**src/rtl/fm7_vram_arbiter.sv**
```systemverilog
// Single-port VRAM arbiter: display fetch has absolute priority, sub-CPU and loader share the
// remaining cycles round-robin; read data returns in order through a latency-matched tag pipeline.
module fm7_vram_arbiter #(
   parameter int AW          = 16,
   parameter int DW          = 8,
   parameter int RAM_LATENCY = 1
) (
   input  logic          clk,
   input  logic          reset_n,
   input  logic          disp_req,
   input  logic [AW-1:0] disp_addr,
   output logic [DW-1:0] disp_data,
   output logic          disp_valid,
   input  logic          cpu_req,
   input  logic          cpu_we,
   input  logic [AW-1:0] cpu_addr,
   input  logic [DW-1:0] cpu_wdata,
   output logic [DW-1:0] cpu_rdata,
   output logic          cpu_ack,
   input  logic          ldr_req,
   input  logic          ldr_we,
   input  logic [AW-1:0] ldr_addr,
   input  logic [DW-1:0] ldr_wdata,
   output logic [DW-1:0] ldr_rdata,
   output logic          ldr_ack,
   output logic [AW-1:0] ram_addr,
   output logic          ram_we,
   output logic [DW-1:0] ram_wdata,
   input  logic [DW-1:0] ram_rdata
);

   // Handshake: cpu/ldr hold req (with we/addr/wdata) until a one-cycle ack; inputs are taken
   // only in the grant cycle, and req still high the cycle after ack starts a new access.
   // disp_req is a fire-and-forget pulse answered by a disp_valid pulse RAM_LATENCY+2 cycles later.

   localparam logic [1:0] OWN_DISP = 2'd0;
   localparam logic [1:0] OWN_CPU  = 2'd1;
   localparam logic [1:0] OWN_LDR  = 2'd2;

   typedef struct packed {
      logic       valid;
      logic [1:0] owner;
      logic       we;
   } tag_t;

   tag_t tag_q [0:RAM_LATENCY];
   tag_t tag_new;

   logic rr_last_cpu;
   logic cpu_out, ldr_out;
   logic cpu_elig, ldr_elig;
   logic grant_disp, grant_cpu, grant_ldr;
   logic wr_done, rd_done;

   always_comb begin
      cpu_elig   = cpu_req & ~cpu_out;
      ldr_elig   = ldr_req & ~ldr_out;
      grant_disp = disp_req;
      grant_cpu  = 1'b0;
      grant_ldr  = 1'b0;
      tag_new    = '0;
      if (!disp_req) begin
         // When both are eligible, serve the one that was not served last.
         grant_cpu = cpu_elig & (~ldr_elig | ~rr_last_cpu);
         grant_ldr = ldr_elig & (~cpu_elig | rr_last_cpu);
      end
      if (grant_disp) begin
         tag_new = '{valid: 1'b1, owner: OWN_DISP, we: 1'b0};
      end else if (grant_cpu) begin
         tag_new = '{valid: 1'b1, owner: OWN_CPU, we: cpu_we};
      end else if (grant_ldr) begin
         tag_new = '{valid: 1'b1, owner: OWN_LDR, we: ldr_we};
      end
   end

   // Writes complete one cycle after the strobe; reads when the tag reaches the RAM latency.
   always_comb begin
      wr_done = tag_q[0].valid & tag_q[0].we;
      rd_done = tag_q[RAM_LATENCY].valid & ~tag_q[RAM_LATENCY].we;
   end

   always_ff @(posedge clk) begin
      if (!reset_n) begin
         ram_addr    <= '0;
         ram_we      <= 1'b0;
         ram_wdata   <= '0;
         disp_data   <= '0;
         disp_valid  <= 1'b0;
         cpu_rdata   <= '0;
         cpu_ack     <= 1'b0;
         ldr_rdata   <= '0;
         ldr_ack     <= 1'b0;
         rr_last_cpu <= 1'b0;
         cpu_out     <= 1'b0;
         ldr_out     <= 1'b0;
         for (int k = 0; k <= RAM_LATENCY; k++) begin
            tag_q[k] <= '0;
         end
      end else begin
         ram_we <= 1'b0;
         if (grant_disp) begin
            ram_addr <= disp_addr;
         end else if (grant_cpu) begin
            ram_addr <= cpu_addr;
            ram_we   <= cpu_we;
            if (cpu_we) ram_wdata <= cpu_wdata;
         end else if (grant_ldr) begin
            ram_addr <= ldr_addr;
            ram_we   <= ldr_we;
            if (ldr_we) ram_wdata <= ldr_wdata;
         end

         tag_q[0] <= tag_new;
         for (int k = 1; k <= RAM_LATENCY; k++) begin
            tag_q[k] <= tag_q[k-1];
         end

         if (grant_cpu)      rr_last_cpu <= 1'b1;
         else if (grant_ldr) rr_last_cpu <= 1'b0;

         cpu_out <= grant_cpu | (cpu_out & ~cpu_ack);
         ldr_out <= grant_ldr | (ldr_out & ~ldr_ack);

         disp_valid <= rd_done && (tag_q[RAM_LATENCY].owner == OWN_DISP);
         cpu_ack    <= (wr_done && (tag_q[0].owner == OWN_CPU)) ||
                       (rd_done && (tag_q[RAM_LATENCY].owner == OWN_CPU));
         ldr_ack    <= (wr_done && (tag_q[0].owner == OWN_LDR)) ||
                       (rd_done && (tag_q[RAM_LATENCY].owner == OWN_LDR));

         if (rd_done) begin
            case (tag_q[RAM_LATENCY].owner)
               OWN_DISP: disp_data <= ram_rdata;
               OWN_CPU:  cpu_rdata <= ram_rdata;
               OWN_LDR:  ldr_rdata <= ram_rdata;
               default:  ;
            endcase
         end
      end
   end

endmodule

```
**config.mk**
```make
export PLATFORM = sky130hd
export DESIGN_NAME = fm7_vram_arbiter
export DESIGN_NICKNAME = d
export VERILOG_FILES = /design/src/rtl/fm7_vram_arbiter.sv
export SDC_FILE = /design/constraint.sdc
export NUM_CORES = 1
export LEC_CHECK = 0
export ABC_AREA = 1
export ABC_CLOCK_PERIOD_IN_PS = 1150
export CELL_PAD_IN_SITES_DETAIL_PLACEMENT = 0
export CELL_PAD_IN_SITES_GLOBAL_PLACEMENT = 2
export CORE_UTILIZATION = 19
export DETAILED_ROUTE_END_ITERATION = 6
export GPL_TIMING_DRIVEN = 0
export PLACE_DENSITY = 0.86
export SYNTH_ARGS = -nofsm -noshare
export SYNTH_HDL_FRONTEND = slang
export SYNTH_SLANG_ARGS = --single-unit
```
**constraint.sdc**
```tcl
create_clock -name clk -period 1.15 [get_ports clk]
set_input_delay 0.1725 -clock clk [delete_from_list [all_inputs] [get_ports clk]]
set_output_delay 0.1725 -clock clk [all_outputs]
set_load 0.005 [all_outputs]
```
==> results.md, run 1 <==
- The flow ran to the end, but the final reports show violations.
- The final reports fail on setup timing.
- The startpoint of the worst hold path is reset_n.
- The terminating pin of the worst hold path is tag_q[0][6]$_SDFF_PN0_.
- The switching power total is 1.78 mW.
- Summed over all nets, wire length on met3 after detailed routing comes to 924 um.
- The count of non-filler cells in the finished layout is 764.
- Synthesis produced a netlist with a net count of 482.
- The worst hold path depth is 3.
- At the end of the flow, the number of nets in the layout was 654.
- TritonCTS built the clock tree.
- Of the synthesized area, sequential elements account for 0.441.
- The worst slack on hold paths is 0.218 ns.
- Setup total negative slack on the finished layout was measured at -3.95 ns.
- The gate count of the mapped netlist is 403.
- The clock reaches the later pin of the worst-skew pair after 0.33 ns.
- The total of warnings raised by yosys is 0.
- Detailed routing inserted a total of 3154 vias.
- Derived from the worst setup path, the maximum achievable clock frequency is 741 MHz.
- Leaving out fill and tap cells, the most frequent cells in the layout are sky130_fd_sc_hd__nand2_1, sky130_fd_sc_hd__nor2_1, sky130_fd_sc_hd__clkdlybuf4s50_1.
- The path length in cells of the critical path is 9.
- Once layout is done, the placed cells without fillers occupy 0.00535 mm2.
- The slowest library cell on the worst path is sky130_fd_sc_hd__dfxtp_2.
- The switching part of the total power is 0.262.
- Clock-pin slew was measured on the worst setup and hold paths at 0.06 ns.
- The HPWL after detailed placement is 7.40 mm.
- The fraction of final layout cells sized beyond drive strength 1 is 0.253.
- The routed wire length is 10.5 mm.
- The reg-to-reg endpoint is ram_addr[12]$_SDFFE_PN0P_.
- The tightest slew margin relative to the limit is 0.655.
- Grouping stages by cell kind, the critical path spends the most delay in buffers and inverters.
- The global-route total usage across every layer is 0.142.
- In the final routed layout, each cell accounts on average for 13.7 um.
- The starting density of the core is 0.195.
- The initial DRC count is 122.
- The core utilization of the finished layout is 0.370.
- The count of standard-cell rows is 44.
- The number of antenna violations at the first check in global routing is 0.
- STA classifies the critical path endpoint as a flop.
- For the final database, setup skew stands at 0.00656 ns.
- The share of total power dissipated in combinational logic is 0.219.
- The setup slack after layout is -0.199 ns.
- In this run the static leakage power is 2.49 nW.
- The number of failing setup endpoints in the final timing report is 27.
- The critical path required time is 1.38 ns.
- The peak per-stage delay on the critical path is 0.32 ns.
- The worst setup path category is reg -> reg.
- The detailed route wirelength on metal2 is 4.98 mm.
- The hold violation count in the final report came to 0.
- In this run the power density over the cells is 1270 mW/mm2.
- The number of global-route vias before repair is 3145.
- The count of buffers added on input and output ports is 128.
- The register bit count reported by yosys is 62.
- STA classifies the critical path startpoint as a flop.
- In this run the critical register-to-register path is launched from ldr_out$_SDFF_PN0_.
- The die area is 0.0153 mm2.
- The placed instance count is 715.
- The count of final max-slew check failures is 0.
- In this run the standard cell core region covers 0.0145 mm2.
- The flop-to-flop setup slack is -0.20 ns.
- Setup repair after global routing could not meet its margin everywhere.
- The worst min-delay path class is in -> reg.
- The highest routed metal layer is met4.
- From bottom edge to top edge, the die measures 124 um.
- The area growth from synthesis to layout is 90.0%.
- The hold-fix buffer count after cts is 0.
- The max capacitance violation total is 0.
- Counting along the longest clock path gives a buffer depth of 2.
- The cell count of the worst reg-to-reg path is 9.
- The TritonCTS buffer count is 9.
- The total overflow reported by the global router is 0.
- The first detailed-routing pass took 4 iterations.
- Using the TritonRoute via totals, the vias-per-cell ratio works out to 4.13.
- The I/O pin total is 131.
- The internal power of the cells totals 5.00 mW.
- For this block, wires on met1 add up to 4.38 mm.
- The count of inserted antenna diode cells is 0.
- The commonest non-fill, non-tap cell in the layout is sky130_fd_sc_hd__nand2_1.
- The total placed instance area is 0.00436 mm2.
- The mapped netlist covers 0.00282 mm2.
- Traced cell by cell, the critical path runs through inv_2 > nand3_4 > a21oi_4 > buf_6 > buf_12 > buf_8 > nand3b_1 > nand2_1 > nor2_2.
- The tree is rooted in a sky130_fd_sc_hd__clkbuf_16.
- The peak supply drop is 0.942 mV.
- The share of total power dissipated in the clock network is 0.433.
- The pin count of the biggest net entering global routing is 13.
- The placer's final routability congestion estimate is 0.780.
- Of all nets on the critical path, the largest fanout is 5.
- The TritonCTS sink count is 62.
- The fill cell instance count of the final layout is 1561.
- A synthesized cell averages 6.99 um2.
- The first-pass GRT wire length is 16.2 mm.
- The worst-margin pin slew is 0.517 ns.
- The antenna violation net count after detailed routing is 0.
- The final worst-path cycle share is 1.17.
- The data arrival time of the worst path is 1.57 ns.
- The H-tree depth is 3.
- The horizontal die dimension is 124 um.
- The part of the total power dissipated in sequential elements is 0.348.
- Together, buffers and inverters on the worst path number 4.
- The final critical path time including I/O delays and setup is 1.35 ns.
- The total DRC errors in the routed layout is 0.
- The synthesized netlist contains 24 unique library cells.
Yosys cell counts:
cell	number	area share
sky130_fd_sc_hd__clkinv_1	1	0.0013
sky130_fd_sc_hd__nand3_4	2	0.012
sky130_fd_sc_hd__nor2_2	11	0.024
sky130_fd_sc_hd__buf_2	1	0.0018
sky130_fd_sc_hd__o32ai_1	4	0.012
sky130_fd_sc_hd__a21oi_4	1	0.0058
sky130_fd_sc_hd__nand3b_1	22	0.059
sky130_fd_sc_hd__nand2_1	138	0.18
sky130_fd_sc_hd__a21oi_1	3	0.0053
sky130_fd_sc_hd__nand2_4	1	0.0040
sky130_fd_sc_hd__buf_6	4	0.016
sky130_fd_sc_hd__dfxtp_1	62	0.44
sky130_fd_sc_hd__clkbuf_1	6	0.0080
sky130_fd_sc_hd__buf_4	3	0.0080
sky130_fd_sc_hd__nand4_2	2	0.0089
sky130_fd_sc_hd__nand4_1	2	0.0044
sky130_fd_sc_hd__buf_1	1	0.0013
sky130_fd_sc_hd__o21ai_0	24	0.043
sky130_fd_sc_hd__nand3_2	1	0.0036
sky130_fd_sc_hd__inv_2	2	0.0027
sky130_fd_sc_hd__nor2_1	90	0.12
sky130_fd_sc_hd__nand3_1	4	0.0071
sky130_fd_sc_hd__nor2_4	1	0.0040
sky130_fd_sc_hd__inv_1	17	0.023
state kept, by name, indices dropped and copies added (netlist names):
register / count
disp_data: 8
disp_valid: 1
rr_last_cpu: 1
cpu_out: 1
ram_wdata: 8
ram_addr: 16
ldr_rdata: 8
cpu_rdata: 8
ldr_out: 1
tag_q: 7
ldr_ack: 1
ram_we: 1
cpu_ack: 1
cells by family after synthesis:
logic type / after synthesis / synth area share
compound gates: 32 / 0.0662
simple gates: 274 / 0.431
flops: 62 / 0.441
buf+inv: 35 / 0.0617
metal layers:
layer | vias to the layer above | track usage
met5 | - | 0
met4 | 0 | 0.0640
met3 | 12 | 0.0490
met2 | 118 | 0.244
met1 | 1409 | 0.158
li1 | 1615 | -
how the worst max path moves through the flow:
stage	startpoint	endpoint	slack (ns)
2_1_floorplan	ldr_out$_SDFF_PN0_	ram_addr[12]$_SDFFE_PN0P_	-0.04
3_5_place_dp	cpu_req	ram_addr[12]$_SDFFE_PN0P_	-0.78
6_report	ldr_out$_SDFF_PN0_	ram_addr[12]$_SDFFE_PN0P_	-0.20
3_3_place_gp	cpu_req	ram_addr[12]$_SDFFE_PN0P_	-0.74
5_1_grt	ldr_out$_SDFF_PN0_	ram_addr[7]$_SDFFE_PN0P_	-0.28
4_1_cts	cpu_out$_SDFF_PN0_	ram_wdata[4]$_SDFFE_PN0P_	-0.24
worst register-to-register path, stage by stage (launching register included):
cell,delay [ns]
sky130_fd_sc_hd__dfxtp_2,0.32
sky130_fd_sc_hd__inv_2,0.07
sky130_fd_sc_hd__nand3_4,0.10
sky130_fd_sc_hd__a21oi_4,0.20
sky130_fd_sc_hd__buf_6,0.15
sky130_fd_sc_hd__buf_12,0.11
sky130_fd_sc_hd__buf_8,0.10
sky130_fd_sc_hd__nand3b_1,0.08
sky130_fd_sc_hd__nand2_1,0.08
sky130_fd_sc_hd__nor2_2,0.03
cell type report:
| class | count | area, um2 | share of cell area |
|---|---|---|---|
| plain buffers | 15 | 131 | 0.0246 |
| multi-input cells | 307 | 1640 | 0.306 |
| inverters | 20 | 103 | 0.0192 |
| clock inverters | 7 | 98.8 | 0.0185 |
| repair buffers | 160 | 1660 | 0.311 |
| clock buffers | 9 | 225 | 0.0421 |
| flip-flops and latches | 62 | 1260 | 0.236 |
| well taps | 184 | 230 | 0.0430 |
stage by stage:
step,power (mW),setup WS (ns)
after floorplan,2.94,-0.0441
after global placement,3.58,-0.741
after detailed placement,3.58,-0.777
after CTS,6.76,-0.243
after global routing,7.09,-0.282
final,6.79,-0.199
power by group through the flow:
stage / Clock (mW) / Combinational (mW) / Sequential, mW
2_1_floorplan: 0 / 0.542 / 2.39
3_3_place_gp: 0 / 1.19 / 2.40
3_5_place_dp: 0 / 1.18 / 2.40
4_1_cts: 2.98 / 1.43 / 2.36
5_1_grt: 3.09 / 1.62 / 2.38
6_report: 2.94 / 1.49 / 2.36
what timing repair did:
item                                    4_1_cts  5_1_grt
resized for setup                           123       72
endpoints found under the setup margin      103       57
buffers inserted                             24        4
cloned                                        7        1
pin swaps                                    28       36
Power figures use the tool's default switching activity.
==> inputs of run 2 (changes only) <==
ABC_CLOCK_PERIOD_IN_PS = default   (was 1150)
CTS_BUF_LIST = sky130_fd_sc_hd__clkbuf_4 sky130_fd_sc_hd__clkbuf_8   (was default)
==> run 2 against run 1 <==
The flow still finishes with violations (setup timing); flip-flop and latch count unchanged; wire length up 2.5%; cell area up 3.4%; largest power group is now sequential cells; maximum frequency down 1.8%; global-route usage up 0.25 points; combinational power up 9%; critical endpoint is now ram_addr[3]$_SDFFE_PN0P_; first-iteration DRC count up 11%; critical path depth unchanged; clock skew up 0.0036 ns; highest routed layer unchanged; hold slack worse by 0.0022 ns; via count up 1.7%.
==> results.md, run 2 (synthesis results as in run 1) <==
- The flow ran to the end, but the final reports show violations.
- The checks that failed: setup timing.
- The area of the core is 0.0145 mm2.
- The count of non-filler cells in the finished layout is 771.
- Counting tap cells, the placed design contains a total of 715 instances.
- The switching part of the total power is 0.286.
- TritonCTS built the clock tree.
- The data arrival time of the worst path is 1.65 ns.
- Once routing completed, OpenROAD measured the worst setup slack at -0.223 ns.
- The terminating pin of the worst hold path is tag_q[0][6]$_SDFF_PN0_.
- The core utilization of the finished layout is 0.382.
- The launch point of the worst reg-to-reg path is ldr_out$_SDFF_PN0_.
- In the routed design, unresolved DRC markers number 0.
- The max capacitance violation total is 0.
- Detailed routing inserted a total of 3208 vias.
- The clock network fraction of total power is 0.351.
- The routed wire length is 10.7 mm.
- The largest buffer count on any clock path is 2.
- The share of total power dissipated in combinational logic is 0.264.
- Once placement finished, the instance area stood at 0.00436 mm2.
- The critical path is of the reg -> reg type.
- The worst hold path begins at reset_n.
- In the layout the commonest cells are sky130_fd_sc_hd__nand2_1, sky130_fd_sc_hd__clkdlybuf4s50_1, sky130_fd_sc_hd__nor2_1.
- In the final design database the tool counted 661 nets.
- The die is 124 um wide.
- After the first detailed-routing iteration, the DRC count stood at 135.
- Setup repair after global routing could not meet its margin everywhere.
- The H-tree depth is 3.
- The register with the most flip-flops in the layout has 16 of them.
- The path class of the tightest hold or removal check is in -> reg.
- The fraction of final layout cells sized beyond drive strength 1 is 0.366.
- Clock latency on the worst-skew pair, taken at its later pin, is 0.34 ns.
- 131 I/O pins were placed.
- The critical path required time is 1.43 ns.
- The finished cells cover 0.00553 mm2.
- The worst setup path is launched from a flop.
- The hold-fix buffer count after cts is 0.
- In this run the static leakage power is 2.51 nW.
- The starting density of the core is 0.195.
- The number of global-route vias before repair is 3191.
- The clock net in this run drives a total of 62 sinks.
- Clock-pin slew was measured on the worst setup and hold paths at 0.08 ns.
- For this run, the total global-route usage over all layers was measured as 0.145.
- The number of failing setup endpoints in the final timing report is 27.
- Dividing the detail-routed wire length by the instance count gives 13.9 um.
- The first detailed-routing pass ran for 4 iterations.
- The library cell used most frequently in the layout, excluding fill and tap cells, is sky130_fd_sc_hd__nand2_1.
- Timing would allow up to 728 MHz.
- For the pin with the worst max-slew slack, the measured transition is 0.581 ns.
- The worst register-to-register path ends at ram_addr[3]$_SDFFE_PN0P_.
- Relative to the synthesized area, the layout overhead comes to 96.4%.
- TritonCTS created 9 clock buffers.
- The worst hold path depth is 3.
- The maximum clock skew at final layout is 0.0102 ns.
- The first-pass GRT wire length is 16.5 mm.
- The maximum net fanout on the critical path is 6.
- The congestion estimate from routability-driven global placement came to 0.780.
- The floorplan has 44 rows.
- The part of the total power dissipated in sequential elements is 0.385.
- Setup slack on the worst reg-to-reg path comes out at -0.22 ns.
- Dividing total power by cell area gives a power density of 1110 mW/mm2.
- After global routing the overflow that remains totals 0.
- The count of final max-slew check failures was 0.
- The switching power total is 1.75 mW.
- The die covers 0.0153 mm2.
- The final worst-path cycle share is 1.19.
- Detailed placement ended at an HPWL of 7.40 mm.
- The repair_antennas step left the layout with diodes totalling 0.
- The hold violation count in the final report came to 0.
- The antenna violation net count after detailed routing is 0.
- The number of cells on the worst reg-to-reg path is 9.
- The number of antenna violations at the first check in global routing was 0.
- The y dimension of the die is 124 um.
- The worst setup path is captured at a flop.
- The pin count of the biggest net entering global routing is 13.
- Across the VDD grid, the largest voltage drop is 0.668 mV.
- The number of vias per cell is 4.16.
- The cell sitting at the root of the clock tree is a sky130_fd_sc_hd__clkbuf_8.
- The final critical path time including I/O delays and setup is 1.37 ns.
- Input and output buffers added on the ports amount to 128.
- The register name with the most flops is ram_addr.
- Measured against its own limit, the worst slew margin works out to 0.612.
- Cell internal power was estimated by the tool at 4.38 mW.
run 2: timing repair:
item	4_1_cts	5_1_grt
pin swaps	33	40
resized for setup	158	139
setup endpoints to repair	103	66
cloned	7	2
buffers inserted	29	8
run 2: layout make-up:
cell class | count | area (um2)
Clock inverter | 7 | 98.8
Multi-Input combinational cell | 309 | 1880
Tap cell | 184 | 230
Buffer | 15 | 128
Timing Repair Buffer | 165 | 1680
Sequential cell | 62 | 1280
Clock buffer | 9 | 124
Fill cell | 1546 | 8950
Inverter | 20 | 108
run 2: worst max path at each step:
stage,startpoint,endpoint,slack (ns),depth (start not counted)
after floorplan,ldr_out$_SDFF_PN0_,ram_addr[12]$_SDFFE_PN0P_,-0.04,8
after global placement,cpu_req,ram_addr[12]$_SDFFE_PN0P_,-0.74,10
after detailed placement,cpu_req,ram_addr[12]$_SDFFE_PN0P_,-0.78,10
after CTS,cpu_out$_SDFF_PN0_,ram_wdata[4]$_SDFFE_PN0P_,-0.26,11
after global routing,ldr_out$_SDFF_PN0_,ram_addr[3]$_SDFFE_PN0P_,-0.28,9
final,ldr_out$_SDFF_PN0_,ram_addr[3]$_SDFFE_PN0P_,-0.22,9
run 2: metal layers:
layer,global-route usage,wire (um)
met5,0,0
met4,0.0444,108
met3,0.0559,977
met2,0.255,5270
met1,0.159,4390
run 2: critical path, cell delays in order, from the launching register on:
cell and delay (ns):
sky130_fd_sc_hd__dfxtp_2 0.33, sky130_fd_sc_hd__inv_2 0.08, sky130_fd_sc_hd__nand3_4 0.11, sky130_fd_sc_hd__a21oi_4 0.20, sky130_fd_sc_hd__buf_6 0.17, sky130_fd_sc_hd__nand2_8 0.08, sky130_fd_sc_hd__buf_12 0.15, sky130_fd_sc_hd__nand2_4 0.06
sky130_fd_sc_hd__nor2_4 0.03, sky130_fd_sc_hd__nor2_1 0.08
run 2: through the flow:
stage          hold slack [ns]  power, mW  TNS, ns  setup slack, ns
6_report                 0.216       6.13    -4.46           -0.223
5_1_grt                  0.233       6.47    -6.84           -0.278
4_1_cts                  0.202       6.03    -4.92           -0.256
3_5_place_dp             0.421       3.58   -21.48           -0.777
3_3_place_gp             0.417       3.58   -19.73           -0.741
2_1_floorplan            0.339       2.94   -0.562          -0.0441
run 2: power groups by stage:
stage / Sequential [mW] / Combinational [mW] / Clock, mW
floorplan: 2.39 / 0.542 / 0
global placement: 2.40 / 1.19 / 0
detailed placement: 2.40 / 1.18 / 0
CTS: 2.36 / 1.47 / 2.20
global route: 2.38 / 1.76 / 2.33
finish: 2.36 / 1.62 / 2.15
